`config.mk`:
```
export PLATFORM = sky130hd
export DESIGN_NAME = sw_debounce_flat
export DESIGN_NICKNAME = d
export VERILOG_FILES = /design/src/rtl/sw_debounce_if.sv /design/src/rtl/sw_debounce.sv /design/src/flat_wrapper.sv
export SDC_FILE = /design/constraint.sdc
export NUM_CORES = 1
export LEC_CHECK = 0
export BUFFER_PORTS_ARGS = -buffer_cell sky130_fd_sc_hd__buf_2
export CAP_MARGIN = 20
export CORE_ASPECT_RATIO = 1.2
export CORE_UTILIZATION = 60
export DETAILED_ROUTE_END_ITERATION = 12
export PLACE_DENSITY = 0.82
export SLEW_MARGIN = 20
export SYNTH_ARGS = -nofsm -noshare
export SYNTH_HDL_FRONTEND = slang
export SYNTH_SLANG_ARGS = --single-unit
export TNS_END_PERCENT = 100
```
`constraint.sdc`:
```
create_clock -name clk -period 3.5 [get_ports clk]
set_clock_uncertainty 0.2 [all_clocks]
set_input_delay 0.175 -clock clk [delete_from_list [all_inputs] [get_ports clk]]
set_output_delay 0.175 -clock clk [all_outputs]
set_load 0.02 [all_outputs]
```
`src/rtl/sw_debounce_if.sv`:
```
// Switch conditioner bus: raw pins in, debounced level, edge strobes and change count out.
interface sw_debounce_if #(
    parameter int WIDTH = 4,
    parameter int CNT_W = 8
);
    logic [WIDTH-1:0] sw;
    logic [WIDTH-1:0] sw_stable;
    logic [WIDTH-1:0] sw_rise;
    logic [WIDTH-1:0] sw_fall;
    logic             changed;
    logic [CNT_W-1:0] change_count;

    modport master (
        output sw,
        input  sw_stable, sw_rise, sw_fall, changed, change_count
    );

    modport slave (
        input  sw,
        output sw_stable, sw_rise, sw_fall, changed, change_count
    );
endinterface

```
`src/rtl/sw_debounce.sv`:
```
// DIP switch conditioner: per-bit synchroniser, stability-counter debounce FSM,
// registered rise/fall/changed strobes and a wrapping change counter.
module sw_debounce #(
    parameter int WIDTH           = 4,
    parameter int SYNC_STAGES     = 2,
    parameter int DEBOUNCE_CYCLES = 8,
    parameter int CNT_W           = 8
) (
    input  logic           clk,
    input  logic           rst_n,
    sw_debounce_if.slave   io_bus
);
    localparam int            CW       = $clog2(DEBOUNCE_CYCLES + 1);
    localparam logic [CW-1:0] CNT_LAST = CW'(DEBOUNCE_CYCLES - 1);

    typedef enum logic {
        ST_STABLE = 1'b0,
        ST_CAND   = 1'b1
    } state_t;

    logic [WIDTH-1:0] r_sync [SYNC_STAGES];
    logic [WIDTH-1:0] w_sw_sync;

    state_t           r_state     [WIDTH];
    state_t           w_state_nxt [WIDTH];
    logic [CW-1:0]    r_cnt       [WIDTH];
    logic [CW-1:0]    w_cnt_nxt   [WIDTH];

    logic [WIDTH-1:0] r_stable;
    logic [WIDTH-1:0] w_stable_nxt;
    logic [WIDTH-1:0] w_accept;
    logic [WIDTH-1:0] r_rise;
    logic [WIDTH-1:0] w_rise_nxt;
    logic [WIDTH-1:0] r_fall;
    logic [WIDTH-1:0] w_fall_nxt;
    logic             r_changed;
    logic             w_changed_nxt;
    logic [CNT_W-1:0] r_count;

    // Raw pins touch only r_sync[0]; everything downstream sees the last stage.
    always_ff @(posedge clk or negedge rst_n) begin
        if (!rst_n) begin
            for (int s = 0; s < SYNC_STAGES; s++) r_sync[s] <= '0;
        end else begin
            r_sync[0] <= io_bus.sw;
            for (int s = 1; s < SYNC_STAGES; s++) r_sync[s] <= r_sync[s-1];
        end
    end

    assign w_sw_sync = r_sync[SYNC_STAGES-1];

    always_comb begin
        w_stable_nxt = r_stable;
        w_accept     = '0;
        w_rise_nxt   = '0;
        w_fall_nxt   = '0;
        for (int i = 0; i < WIDTH; i++) begin
            w_state_nxt[i] = r_state[i];
            w_cnt_nxt[i]   = r_cnt[i];
            case (r_state[i])
                ST_STABLE: begin
                    if (w_sw_sync[i] == r_stable[i]) begin
                        w_cnt_nxt[i] = '0;
                    end else if (DEBOUNCE_CYCLES == 1) begin
                        w_accept[i] = 1'b1;
                    end else begin
                        w_cnt_nxt[i]   = CW'(1);
                        w_state_nxt[i] = ST_CAND;
                    end
                end
                ST_CAND: begin
                    if (w_sw_sync[i] == r_stable[i]) begin
                        w_cnt_nxt[i]   = '0;
                        w_state_nxt[i] = ST_STABLE;
                    end else if (r_cnt[i] == CNT_LAST) begin
                        w_accept[i] = 1'b1;
                    end else begin
                        w_cnt_nxt[i] = r_cnt[i] + CW'(1);
                    end
                end
                default: begin
                    w_cnt_nxt[i]   = '0;
                    w_state_nxt[i] = ST_STABLE;
                end
            endcase
            // Acceptance commits the new level and strobes its direction on the same edge.
            if (w_accept[i]) begin
                w_stable_nxt[i] = w_sw_sync[i];
                w_rise_nxt[i]   = w_sw_sync[i];
                w_fall_nxt[i]   = ~w_sw_sync[i];
                w_cnt_nxt[i]    = '0;
                w_state_nxt[i]  = ST_STABLE;
            end
        end
        w_changed_nxt = |(w_rise_nxt | w_fall_nxt);
    end

    always_ff @(posedge clk or negedge rst_n) begin
        if (!rst_n) begin
            for (int i = 0; i < WIDTH; i++) begin
                r_state[i] <= ST_STABLE;
                r_cnt[i]   <= '0;
            end
            r_stable  <= '0;
            r_rise    <= '0;
            r_fall    <= '0;
            r_changed <= 1'b0;
            r_count   <= '0;
        end else begin
            for (int i = 0; i < WIDTH; i++) begin
                r_state[i] <= w_state_nxt[i];
                r_cnt[i]   <= w_cnt_nxt[i];
            end
            r_stable  <= w_stable_nxt;
            r_rise    <= w_rise_nxt;
            r_fall    <= w_fall_nxt;
            r_changed <= w_changed_nxt;
            if (w_changed_nxt) r_count <= r_count + CNT_W'(1);
        end
    end

    assign io_bus.sw_stable    = r_stable;
    assign io_bus.sw_rise      = r_rise;
    assign io_bus.sw_fall      = r_fall;
    assign io_bus.changed      = r_changed;
    assign io_bus.change_count = r_count;
endmodule

```
`src/flat_wrapper.sv`:
```
// flat-port wrapper written by rule: the top's interface ports become plain ports
module sw_debounce_flat 
#(
    parameter int WIDTH           = 4,
    parameter int SYNC_STAGES     = 2,
    parameter int DEBOUNCE_CYCLES = 8,
    parameter int CNT_W           = 8
)
  (clk, rst_n, io_bus_sw, io_bus_sw_stable, io_bus_sw_rise, io_bus_sw_fall, io_bus_changed, io_bus_change_count);
  sw_debounce_if #(.WIDTH(WIDTH), .CNT_W(CNT_W)) io_bus_i ();
  input  logic clk;
  input  logic rst_n;
  input wire logic [$bits(io_bus_i.sw)-1:0] io_bus_sw;
  output wire logic [$bits(io_bus_i.sw_stable)-1:0] io_bus_sw_stable;
  output wire logic [$bits(io_bus_i.sw_rise)-1:0] io_bus_sw_rise;
  output wire logic [$bits(io_bus_i.sw_fall)-1:0] io_bus_sw_fall;
  output wire logic [$bits(io_bus_i.changed)-1:0] io_bus_changed;
  output wire logic [$bits(io_bus_i.change_count)-1:0] io_bus_change_count;
  assign io_bus_i.sw = io_bus_sw;
  assign io_bus_sw_stable = io_bus_i.sw_stable;
  assign io_bus_sw_rise = io_bus_i.sw_rise;
  assign io_bus_sw_fall = io_bus_i.sw_fall;
  assign io_bus_changed = io_bus_i.changed;
  assign io_bus_change_count = io_bus_i.change_count;
  sw_debounce #(.WIDTH(WIDTH), .SYNC_STAGES(SYNC_STAGES), .DEBOUNCE_CYCLES(DEBOUNCE_CYCLES), .CNT_W(CNT_W)) u_core (.clk(clk), .rst_n(rst_n), .io_bus(io_bus_i));
endmodule
```
# After elaboration in Yosys (flattened, before gate mapping)
# Cells that the tools add are included.
# totals
ff_bits,49
inputBits,6
out_inout_bits,21
# classes
n_addsub,5
eq_ne,12
n_mux,48
bitwise,9
reduce_logical,1
# op_table
operator,n
4-bit two-way mux,12
1-bit two-way mux,32
4-bit one-hot mux with 2 select lines,4
4-bit by 1-bit adder with 4-bit output (second input constant),4
4-bit by 3-bit == test with 1-bit output (second input constant),4
4-bit inequality test (second input constant),4
8-bit by 1-bit adder with 8-bit output (second input constant),1
1-bit NOT,8
1-bit == test,4
4-bit bitwise OR,1
4-bit OR reduction,1

# Logic depth before layout (Yosys ltp)
# Gate-level depths: netlist of the first run.
# logic_depth
depth_word,7
mapped_depth,5

# Least setup slack after synthesis of the first run
# OpenSTA, ideal clock, no wires.
# synth_timing
path_kind,register to register
startpoint,reg u_core.r_stable[1] (netlist: u_core.io_bus.sw_stable[1])
endpoint,reg u_core.r_count[1] (netlist: u_core.io_bus.change_count[1])
setup_ns,0.125
arrival_time_ns,1.388
setup_slack_ns,1.787
path_stages_with_launch,5
period_less_slack_ns,1.713
cell_sequence,dfrtp_1 xnor2_1 o22ai_4 nor2_4 mux2_4
# synth_via
elab_chain_len,6
elab_cells_between_ends,7
classes_between,1 x eq/ne; 4 x mux; 1 x bitwise; 1 x reduce/logical
# synth_lines
element,line,source
start: declaration,sw_debounce.sv:29,logic [WIDTH-1:0] r_stable;
start signal: assignment,sw_debounce.sv:114,r_stable <= w_stable_nxt;
1-bit == test *,sw_debounce.sv:72,if (w_sw_sync[i] == r_stable[i]) begin
1-bit two-way mux *,sw_debounce.sv:72,
1-bit two-way mux *,sw_debounce.sv:60,case (r_state[i])
1-bit two-way mux,sw_debounce.sv:87,if (w_accept[i]) begin
4-bit bitwise OR *,sw_debounce.sv:95,w_changed_nxt = |(w_rise_nxt | w_fall_nxt);
4-bit OR reduction *,sw_debounce.sv:95,
end signal: assignment,sw_debounce.sv:118,if (w_changed_nxt) r_count <= r_count + CNT_W'(1);
end: declaration,sw_debounce.sv:38,logic [CNT_W-1:0] r_count;
# Every way passes the cells marked *; elsewhere a longest branch is shown, timed or not.
# A chain may end at the register's enable or synchronous reset.

# Worst setup path in the final report of the first run
# layout_timing
startpoint,reg u_core.r_cnt[12] (netlist bit)
endpoint,reg u_core.r_count[1] (netlist: u_core.io_bus.change_count[1])
# layout_via
elab_chain_len,7
elab_cells_between_ends,8
classes_between,1 x eq/ne; 5 x mux; 1 x bitwise; 1 x reduce/logical
# layout_lines
element,line,source
start: declaration,sw_debounce.sv:26,logic [CW-1:0] r_cnt [WIDTH];
start signal: indexed assignment,sw_debounce.sv:112,r_cnt[i] <= w_cnt_nxt[i];
4-bit by 3-bit == test with 1-bit output *,sw_debounce.sv:75,end else if (r_cnt[i] == CNT_LAST) begin
1-bit two-way mux *,sw_debounce.sv:75,
1-bit two-way mux *,sw_debounce.sv:72,
1-bit two-way mux *,sw_debounce.sv:60,
1-bit two-way mux,sw_debounce.sv:87,
4-bit bitwise OR *,sw_debounce.sv:95,
4-bit OR reduction *,sw_debounce.sv:95,
# Marked as above.

==> results.json, run 1 <==
{
  "finalHoldViolCount": 0,
  "synth-seq-cells": 49,
  "via_per_inst": 5.58,
  "utilization_pct": 72.4,
  "start_util_pct": 63.3,
  "crit_buf_inv": 0,
  "placed_area_mm2": 0.00213,
  "holdBufCountCts": 5,
  "grt_pass1_wl_um": 5530,
  "routabilityCongestion": 0.814,
  "crit_family": "flip-flops",
  "cp_max_fo": 7,
  "areaGrowthSynthToFinish_pct": 14.5,
  "finalCriticalPeriod_ps": 1880,
  "design.die.area_mm2": 0.00348,
  "insertion_delay_ps": 350,
  "ios": 27,
  "grt_overflow": 0,
  "yosys_most_used_dff": "dfrtp_1",
  "ir_drop_v": 0.000283,
  "yosysWarnings": 0,
  "cts_setup_buffers": 0,
  "drt_iter0_drc": 15,
  "vias": 1178,
  "routedWlPerCell_um": 15.0,
  "syn_area_mm2": 0.00195,
  "rsz0062_at_grt": "no",
  "grt_max_degree": 50,
  "grtUsageTotal_pct": 22.7,
  "startpoint_type": "flip-flop",
  "fillers": 218,
  "clock-sinks": 49,
  "layout-drive-gt1-share_pct": 24.6,
  "core_region_area_mm2": 0.00308,
  "relSlewSlack_pct": 61.0,
  "critPathSlowestCell": "dfrtp_1",
  "synth_top_area_share_pct": 62.9,
  "final_cells": 211,
  "end_kind": "flip-flop",
  "cap_violations": 0,
  "dp_hpwl_um": 2260,
  "drc": 0,
  "crit_arrival_ps": 1930,
  "setup_viol": 0,
  "htree_levels": 2,
  "worst_ep_required_time_ps": 3550,
  "first_pass_iters": 4,
  "async_flop_share_pct": 100,
  "die_h_um": 64.5,
  "cp_slowest_stage_delay_ps": 390,
  "rows": 22,
  "synth_seq_area_share_pct": 62.9,
  "final_area_mm2": 0.00223,
  "criticalPathCategory": "reg2reg",
  "diodes": 0,
  "chipWidth_um": 54.1,
  "clock_path_buffers": 2,
  "ys_top_cells_by_area": "dfrtp_1, xnor2_1, nand4b_4, ha_1, nor3b_1",
  "synthesis.nets": 148,
  "antenna_found_initial": 0,
  "total_leakage_power_nw": 1.13,
  "tightest_slew_ps": 585,
  "cts_tree": "done",
  "slew_violations": 0,
  "clkTransAtPathRegs_ps": 120,
  "syn_inst": 137,
  "fin_tns_setup_ps": 0,
  "yosys-top-cells-count": "dfrtp_1, xnor2_1, and3_1, nor2_1, nor3b_1",
  "port-buffer-count": 26,
  "synth_edf_count": 0,
  "cts_made_buffers": 5,
  "ctsResizeCount": 0,
  "drt-total-wl_um": 3170,
  "max_freq_ghz": 0.532,
  "dp.cells": 199,
  "root_buffer": "clkbuf_4",
  "synth_cell_types": 21,
  "status": "finished, final reports clean",
  "path_cells": "ha_1 -> nand4b_1 -> o22ai_4 -> nor2_4 -> mux2_4",
  "yosys.area.top_type": "dfrtp_1",
  "hold_class": "in2async",
  "ant_nets": 0,
  "grt_pass1_vias": 1291,
  "final_nets": 186,
  "synth.most_common_cell": "dfrtp_1",
  "fin_crit_sh_pct": 53.7,
  "synthesis.area_per_instance_um2": 14.2,
  "holdWs_ps": 156,
  "power_density_mw_per_mm2": 398
}
## cells by family (layout without fill, tap and decap cells)
family / count (synthesis) / count (layout) / share of synthesized area (%)
adders and majority gates: 5 / 5 / 3.21
xor gates and xnor gates: 19 / 19 / 8.53
AOI/OAI and AO/OA: 16 / 16 / 7.25
and+or+nand+nor: 38 / 38 / 14.1
muxes: 5 / 5 / 3.08
buffers and inverters: 5 / 43 / 0.962
DFF: 49 / 49 / 62.9
## metrics by stage
step | power, mW | setup slack, ps
6_report | 0.889 | 1620
5_1_grt | 0.929 | 1520
4_1_cts | 0.900 | 1630
3_5_place_dp | 0.644 | 1640
3_3_place_gp | 0.639 | 1750
2_1_floorplan | 0.622 | 1790
## worst paths after layout
check | to | start | cells past startpoint | slack, ps
min in group clk | u_core.w_sw_sync[2]$_DFF_PN0_ | u_core.r_sync[6]$_DFF_PN0_ | 0 | 160
min | u_core.r_cnt[9]$_DFFE_PN0P_ | rst_n | 2 | 160
max in group asynchronous | u_core.r_cnt[0]$_DFFE_PN0P_ | rst_n | 2 | 2550
min reg2reg | u_core.w_sw_sync[2]$_DFF_PN0_ | u_core.r_sync[6]$_DFF_PN0_ | 0 | 160
max | u_core.io_bus.change_count[1]$_DFFE_PN0P_ | u_core.r_cnt[12]$_DFFE_PN0P_ | 5 | 1620
max reg2reg | u_core.io_bus.change_count[1]$_DFFE_PN0P_ | u_core.r_cnt[12]$_DFFE_PN0P_ | 5 | 1620
## per-layer routing
metal / global-route usage (%) / wire, µm
met1: 26.9 / 1330
met2: 35.8 / 1690
met3: 5.63 / 102
met4: 14.4 / 57
met5: 0 / 0
## where the power goes
| part | leakage [nW] | total [mW] | switching [mW] | internal, mW |
|---|---|---|---|---|
| Clock | 0.0314 | 0.252 | 0.157 | 0.0951 |
| Sequential | 0.648 | 0.594 | 0.0136 | 0.580 |
| Combinational | 0.451 | 0.0432 | 0.0254 | 0.0178 |
## flip-flops by register name (all words and copies together) (netlist names)
name and flops:
u_core.w_sw_sync 4, u_core.io_bus.change_count 8, u_core.io_bus.sw_stable 4, u_core.io_bus.sw_rise 4
u_core.r_sync 4, u_core.io_bus.changed 1, u_core.io_bus.sw_fall 4, u_core.r_state 4
u_core.r_cnt 16
## cell usage in the layout (no fill, tap or decap), drive strengths merged, types with 5 or more instances in the layout
cell	n
inv	5
nor2	9
clkbuf	7
xnor2	19
and3	8
dlygate4sd3	5
buf	26
dfrtp	49
mux2	5
nor3b	8
ha	5
## final cells by class
type / instances / area, µm² / area share, %
inverters: 5 / 18.8 / 0.840
well taps: 36 / 45.0 / 2.02
multi-input cells: 83 / 706 / 31.6
clock buffers: 7 / 55.1 / 2.46
repair buffers: 31 / 183 / 8.18
flip-flops and latches: 49 / 1230 / 54.9
Note: power is estimated with default switching activity, not from simulation.
==> run 2: changes to the inputs <==
--- a/config.mk
+++ b/config.mk
@@ -5,12 +5,13 @@
 export SDC_FILE = /design/constraint.sdc
 export NUM_CORES = 1
 export LEC_CHECK = 0
+export ABC_AREA = 1
 export BUFFER_PORTS_ARGS = -buffer_cell sky130_fd_sc_hd__buf_2
 export CAP_MARGIN = 20
 export CORE_ASPECT_RATIO = 1.2
-export CORE_UTILIZATION = 60
+export CORE_UTILIZATION = 51
 export DETAILED_ROUTE_END_ITERATION = 12
-export PLACE_DENSITY = 0.82
+export PLACE_DENSITY = 0.74
 export SLEW_MARGIN = 20
 export SYNTH_ARGS = -nofsm -noshare
 export SYNTH_HDL_FRONTEND = slang
==> constraint.sdc (replaced) <==
create_clock -name clk -period 1.52 [get_ports clk]
set_clock_uncertainty 0.2 [all_clocks]
set_input_delay 0.076 -clock clk [delete_from_list [all_inputs] [get_ports clk]]
set_output_delay 0.076 -clock clk [all_outputs]
set_load 0.02 [all_outputs]
==> results.json, run 2 <==
{
  "core_region_area_mm2": 0.00372,
  "synth_top_area_share_pct": 60.0,
  "ir_drop_v": 0.000675,
  "port-buffer-count": 26,
  "rows": 24,
  "cp_max_fo": 10,
  "synth.most_common_cell": "dfrtp_1",
  "first_pass_iters": 4,
  "layout-drive-gt1-share_pct": 29.6,
  "synth_seq_area_share_pct": 60.0,
  "relSlewSlack_pct": 82.9,
  "finalCriticalPeriod_ps": 1500,
  "final_common_cell": "dfrtp_1",
  "drc": 0,
  "async_flop_share_pct": 100,
  "antenna_found_initial": 0,
  "cts_tree": "done",
  "pre_cts_slack_ps": -24.8,
  "tightest_slew_ps": 257,
  "routedWlPerCell_um": 11.4,
  "areaGrowthSynthToFinish_pct": 24.7,
  "synth_edf_count": 0,
  "drt_iter0_drc": 23,
  "power_density_mw_per_mm2": 961,
  "largest_reg_flops": 16,
  "end_kind": "flip-flop",
  "insertion_delay_ps": 310,
  "syn_area_mm2": 0.00204,
  "die_h_um": 71.3,
  "regMostFlops": "u_core.r_cnt",
  "yosys.area.top_type": "dfrtp_1",
  "worst_ep_required_time_ps": 1520,
  "layout_common_cells": "dfrtp_1, nand2_1, buf_2",
  "ios": 27,
  "grt_overflow": 0,
  "grt_max_degree": 50,
  "clock_path_buffers": 2,
  "synthesis.nets": 219,
  "finalHoldViolCount": 0,
  "routabilityCongestion": 0.834,
  "cts_setup_buffers": 0,
  "root_buffer": "clkbuf_8",
  "final_nets": 267,
  "grtUsageTotal_pct": 18.3,
  "fin_crit_sh_pct": 98.7,
  "clock-sinks": 49,
  "ff_latch_area_mm2": 0.00123,
  "reg2reg_slack_ps": 20,
  "cts_made_buffers": 5,
  "total_leakage_power_nw": 1.38,
  "rsz0062_at_grt": "yes",
  "synth_cell_types": 19,
  "yosys_most_used_dff": "dfrtp_1",
  "startpoint_type": "flip-flop",
  "vias": 1461,
  "setup_ws_ps": 19.1,
  "synthesis.area_per_instance_um2": 9.82,
  "dp_hpwl_um": 2260,
  "multi_input_area_um2": 778,
  "drt-total-wl_um": 3530,
  "via_per_inst": 4.73,
  "synth-seq-cells": 49,
  "slew_violations": 0,
  "status": "finished, final reports clean",
  "design.die.area_mm2": 0.00426,
  "cap_violations": 0,
  "setup_viol": 0,
  "ant_nets": 0,
  "start_util_pct": 54.9,
  "yosys-top-cells-count": "dfrtp_1, nand2_1, inv_1, nor2_1, nand2_2",
  "grt_pass1_wl_um": 5690,
  "diodes": 0,
  "syn_inst": 208,
  "yosysWarnings": 0,
  "ys_top_cells_by_area": "dfrtp_1, nand2_1, inv_1, nor2_1, ha_1",
  "fin_tns_setup_ps": 0,
  "criticalPathCategory": "reg2reg",
  "fillers": 314,
  "clkTransAtPathRegs_ps": 90,
  "chipWidth_um": 59.8,
  "grt_pass1_vias": 1396,
  "hold_class": "in2async",
  "crit_arrival_ps": 1500,
  "htree_levels": 2,
  "max_freq_ghz": 0.666
}
[run 2: worst paths after layout]
check | from | end | depth (start not counted)
setup / recovery | u_core.r_cnt[4]$_DFFE_PN0P_ | u_core.io_bus.change_count[7]$_DFFE_PN0P_ | 7
hold / removal | rst_n | u_core.r_cnt[1]$_DFFE_PN0P_ | 3
setup reg to reg | u_core.r_cnt[4]$_DFFE_PN0P_ | u_core.io_bus.change_count[7]$_DFFE_PN0P_ | 7
hold reg to reg | u_core.r_sync[7]$_DFF_PN0_ | u_core.w_sw_sync[3]$_DFF_PN0_ | 0
max in group asynchronous | rst_n | u_core.r_cnt[3]$_DFFE_PN0P_ | 3
min in group clk | u_core.r_sync[7]$_DFF_PN0_ | u_core.w_sw_sync[3]$_DFF_PN0_ | 0
[run 2: layer usage]
layer | track usage (%) | vias up | routed length (µm)
met5 | 0 | - | 0
met4 | 11.6 | 0 | 99
met3 | 4.15 | 8 | 141
met2 | 30.4 | 29 | 1760
met1 | 21.0 | 691 | 1530
li1 | - | 733 | -
[run 2: through the flow]
stage          total power [mW]  hold slack [ps]  std cells  utilization [%]  cell area [µm²]
2_1_floorplan              1.44             -420        208                -             2040
3_3_place_gp               1.50             -121        294             62.1             2310
3_5_place_dp               1.50             -120        294             62.1             2310
4_1_cts                    2.47             85.6        307             66.7             2480
5_1_grt                    2.53              132        309             68.4             2550
6_report                   2.45             77.3        309             68.4             2550
[run 2: repair_timing]
action,CTS,global route
gates resized for setup,5,16
endpoints found under the setup margin,9,20
cloned,0,2
hold buffers,5,0
pin swaps,1,5
endpoints found under the hold margin,53,0
[run 2: report_power, final]
part | internal (mW) | switching (mW) | total, mW | leakage [nW]
Clock | 0.536 | 0.423 | 0.959 | 0.0585
Combinational | 0.0549 | 0.0760 | 0.131 | 0.671
Sequential | 1.33 | 0.0224 | 1.36 | 0.648
[run 2: logic make-up after synthesis]
kind of cell	after synthesis	share of synthesized area (%)
AND/OR/NAND/NOR	98	23.0
flip-flops	49	60.0
buffers and inverters	29	5.33
AO/OA/AOI/OAI	17	4.29
XOR/XNOR	10	4.29
adder cells (fa/ha/maj)	5	3.06
[run 2: worst max-delay path, cell delays in order, from the launching register on]
cell and delay (ps):
dfrtp_1 390, ha_2 200, nand2_1 50, nor2_1 50, nand2_2 140, nand2_8 120
o21ai_0 170, nand2_1 70
[run 2: cell type report]
| cell class | instances | share of cell area [%] |
|---|---|---|
| repair buffers | 39 | 9.92 |
| well taps | 52 | 2.55 |
| inverters | 29 | 4.27 |
| clock buffers | 7 | 3.39 |
| flip-flops and latches | 49 | 48.1 |
| multi-input cells | 132 | 30.6 |
| clock inverters | 1 | 1.18 |
==> run 3: changes to the inputs <==
--- a/config.mk
+++ b/config.mk
@@ -8,11 +8,12 @@
 export ABC_AREA = 1
 export BUFFER_PORTS_ARGS = -buffer_cell sky130_fd_sc_hd__buf_2
 export CAP_MARGIN = 20
+export CELL_PAD_IN_SITES_DETAIL_PLACEMENT = 0
+export CELL_PAD_IN_SITES_GLOBAL_PLACEMENT = 1
 export CORE_ASPECT_RATIO = 1.2
-export CORE_UTILIZATION = 51
+export CORE_UTILIZATION = 39
 export DETAILED_ROUTE_END_ITERATION = 12
-export PLACE_DENSITY = 0.74
-export SLEW_MARGIN = 20
+export PLACE_DENSITY = 0.73
 export SYNTH_ARGS = -nofsm -noshare
 export SYNTH_HDL_FRONTEND = slang
 export SYNTH_SLANG_ARGS = --single-unit
==> results.json, run 3 (same netlist as run 2, synthesis figures left out) <==
{
  "design.die.area_mm2": 0.00553,
  "grt_max_degree": 36,
  "drt_iter0_drc": 26,
  "slew_violations": 0,
  "timing.rr.end": "u_core.io_bus.change_count[2]$_DFFE_PN0P_",
  "power_density_mw_per_mm2": 934,
  "final_nets": 273,
  "r2r-start": "u_core.r_cnt[1]$_DFFE_PN0P_",
  "diodes": 0,
  "via_per_inst": 4.47,
  "clock_path_buffers": 2,
  "dp.cells": 307,
  "cts_made_buffers": 5,
  "cap_violations": 0,
  "final_cells": 323,
  "routedWlPerCell_um": 10.6,
  "grtUsageTotal_pct": 14.6,
  "first_pass_iters": 5,
  "ant_nets": 0,
  "startpoint_type": "flip-flop",
  "clock-sinks": 49,
  "start_util_pct": 41.1,
  "insertion_delay_ps": 290,
  "htree_levels": 2,
  "max_freq_ghz": 0.682,
  "areaGrowthSynthToFinish_pct": 28.5,
  "rsz0062_at_grt": "yes",
  "drt-total-wl_um": 3430,
  "ios": 27,
  "fin_crit_sh_pct": 96.5,
  "antenna_found_initial": 0,
  "clkTransAtPathRegs_ps": 90,
  "setup_ws_ps": 53.9,
  "pre_cts_slack_ps": -3.53,
  "vias": 1444,
  "core_region_area_mm2": 0.00497,
  "status": "finished, final reports clean",
  "end_kind": "flip-flop",
  "final_common_cell": "dfrtp_1",
  "die_h_um": 81.3,
  "rows": 28,
  "ir_drop_v": 0.000638,
  "reg2reg_slack_ps": 50,
  "regMostFlops": "u_core.r_cnt",
  "chipWidth_um": 68.1,
  "hold_class": "in2async",
  "cts_tree": "done",
  "finalHoldViolCount": 0,
  "grt_overflow": 0,
  "worst_ep_required_time_ps": 1510,
  "layout-drive-gt1-share_pct": 34.2,
  "grt_pass1_wl_um": 6000,
  "largest_reg_flops": 16,
  "layout_common_cells": "dfrtp_1, nand2_1, buf_2",
  "total_leakage_power_nw": 1.40,
  "dp_hpwl_um": 2460,
  "tightest_slew_ps": 340,
  "cp_max_fo": 10,
  "port-buffer-count": 26,
  "relSlewSlack_pct": 77.3,
  "grt_pass1_vias": 1423,
  "routabilityCongestion": 0.757,
  "criticalPathCategory": "reg2reg",
  "reg2reg_depth": 8,
  "crit_arrival_ps": 1450,
  "setup_viol": 0,
  "finalCriticalPeriod_ps": 1470,
  "drc": 0,
  "root_buffer": "clkbuf_8"
}
run 3: worst max-delay path by stage:
stage                                                          from                                         to  slack, ps  depth (start not counted)
final                                   u_core.r_cnt[1]$_DFFE_PN0P_  u_core.io_bus.change_count[2]$_DFFE_PN0P_         50                          8
after global routing                   u_core.r_cnt[13]$_DFFE_PN0P_  u_core.io_bus.change_count[0]$_DFFE_PN0P_        -50                          8
after CTS                              u_core.r_cnt[12]$_DFFE_PN0P_  u_core.io_bus.change_count[3]$_DFFE_PN0P_          2                          7
after detailed placement               u_core.r_cnt[12]$_DFFE_PN0P_  u_core.io_bus.change_count[7]$_DFFE_PN0P_         -4                          7
after global placement                  u_core.r_cnt[4]$_DFFE_PN0P_  u_core.io_bus.change_count[7]$_DFFE_PN0P_         20                          7
after floorplan           u_core.io_bus.change_count[1]$_DFFE_PN0P_  u_core.io_bus.change_count[6]$_DFFE_PN0P_         70                          8
run 3: stage by stage:
stage          setup TNS [ps]  util, %  hold WS, ps  total power [mW]  cell area [µm²]
6_report                    0     52.8         10.3              2.45             2630
5_1_grt                  -272     52.8         50.7              2.56             2630
4_1_cts                     0     50.8         8.23              2.48             2530
3_5_place_dp            -3.53     47.4         -195              1.50             2360
3_3_place_gp                0     47.4         -200              1.50             2360
2_1_floorplan               0        -         -420              1.44             2040
run 3: critical path, cell delays in order (launching register included):
cell and delay, ps:
dfrtp_1 360, ha_2 190, nand2_2 50, nor2_2 110, nand2_2 120, nand2_8 150, nor2_4 60, nand2_1 60
nand2_1 50
run 3: area by class of cell:
class,count,area (µm²)
clock buffers,6,82.6
flip-flops and latches,49,1230
repair buffers,46,305
multi-input cells,131,790
clock inverters,2,37.5
fillers,477,2350
well taps,60,75.1
inverters,29,109
run 3: where the power goes:
group / switching (mW) / internal (mW)
Clock: 0.419 / 0.535
Sequential: 0.0232 / 1.33
Combinational: 0.0788 / 0.0605
run 3: metal layers:
layer	share of wire, %	GRT usage (%)	vias to the layer above
met5	0	0	-
met4	1.2	4.79	0
met3	3.6	4.21	4
met2	50	24.2	25
met1	45	18.1	667
li1	-	-	748
run 3: timing repair:
action / CTS / global route
hold buffers: 5 / 0
buffers inserted: 0 / 2
cloned: 0 / 1
setup endpoints to repair: 7 / 20
pin swaps: 1 / 8
resized for setup: 3 / 26
endpoints found under the hold margin: 53 / 0
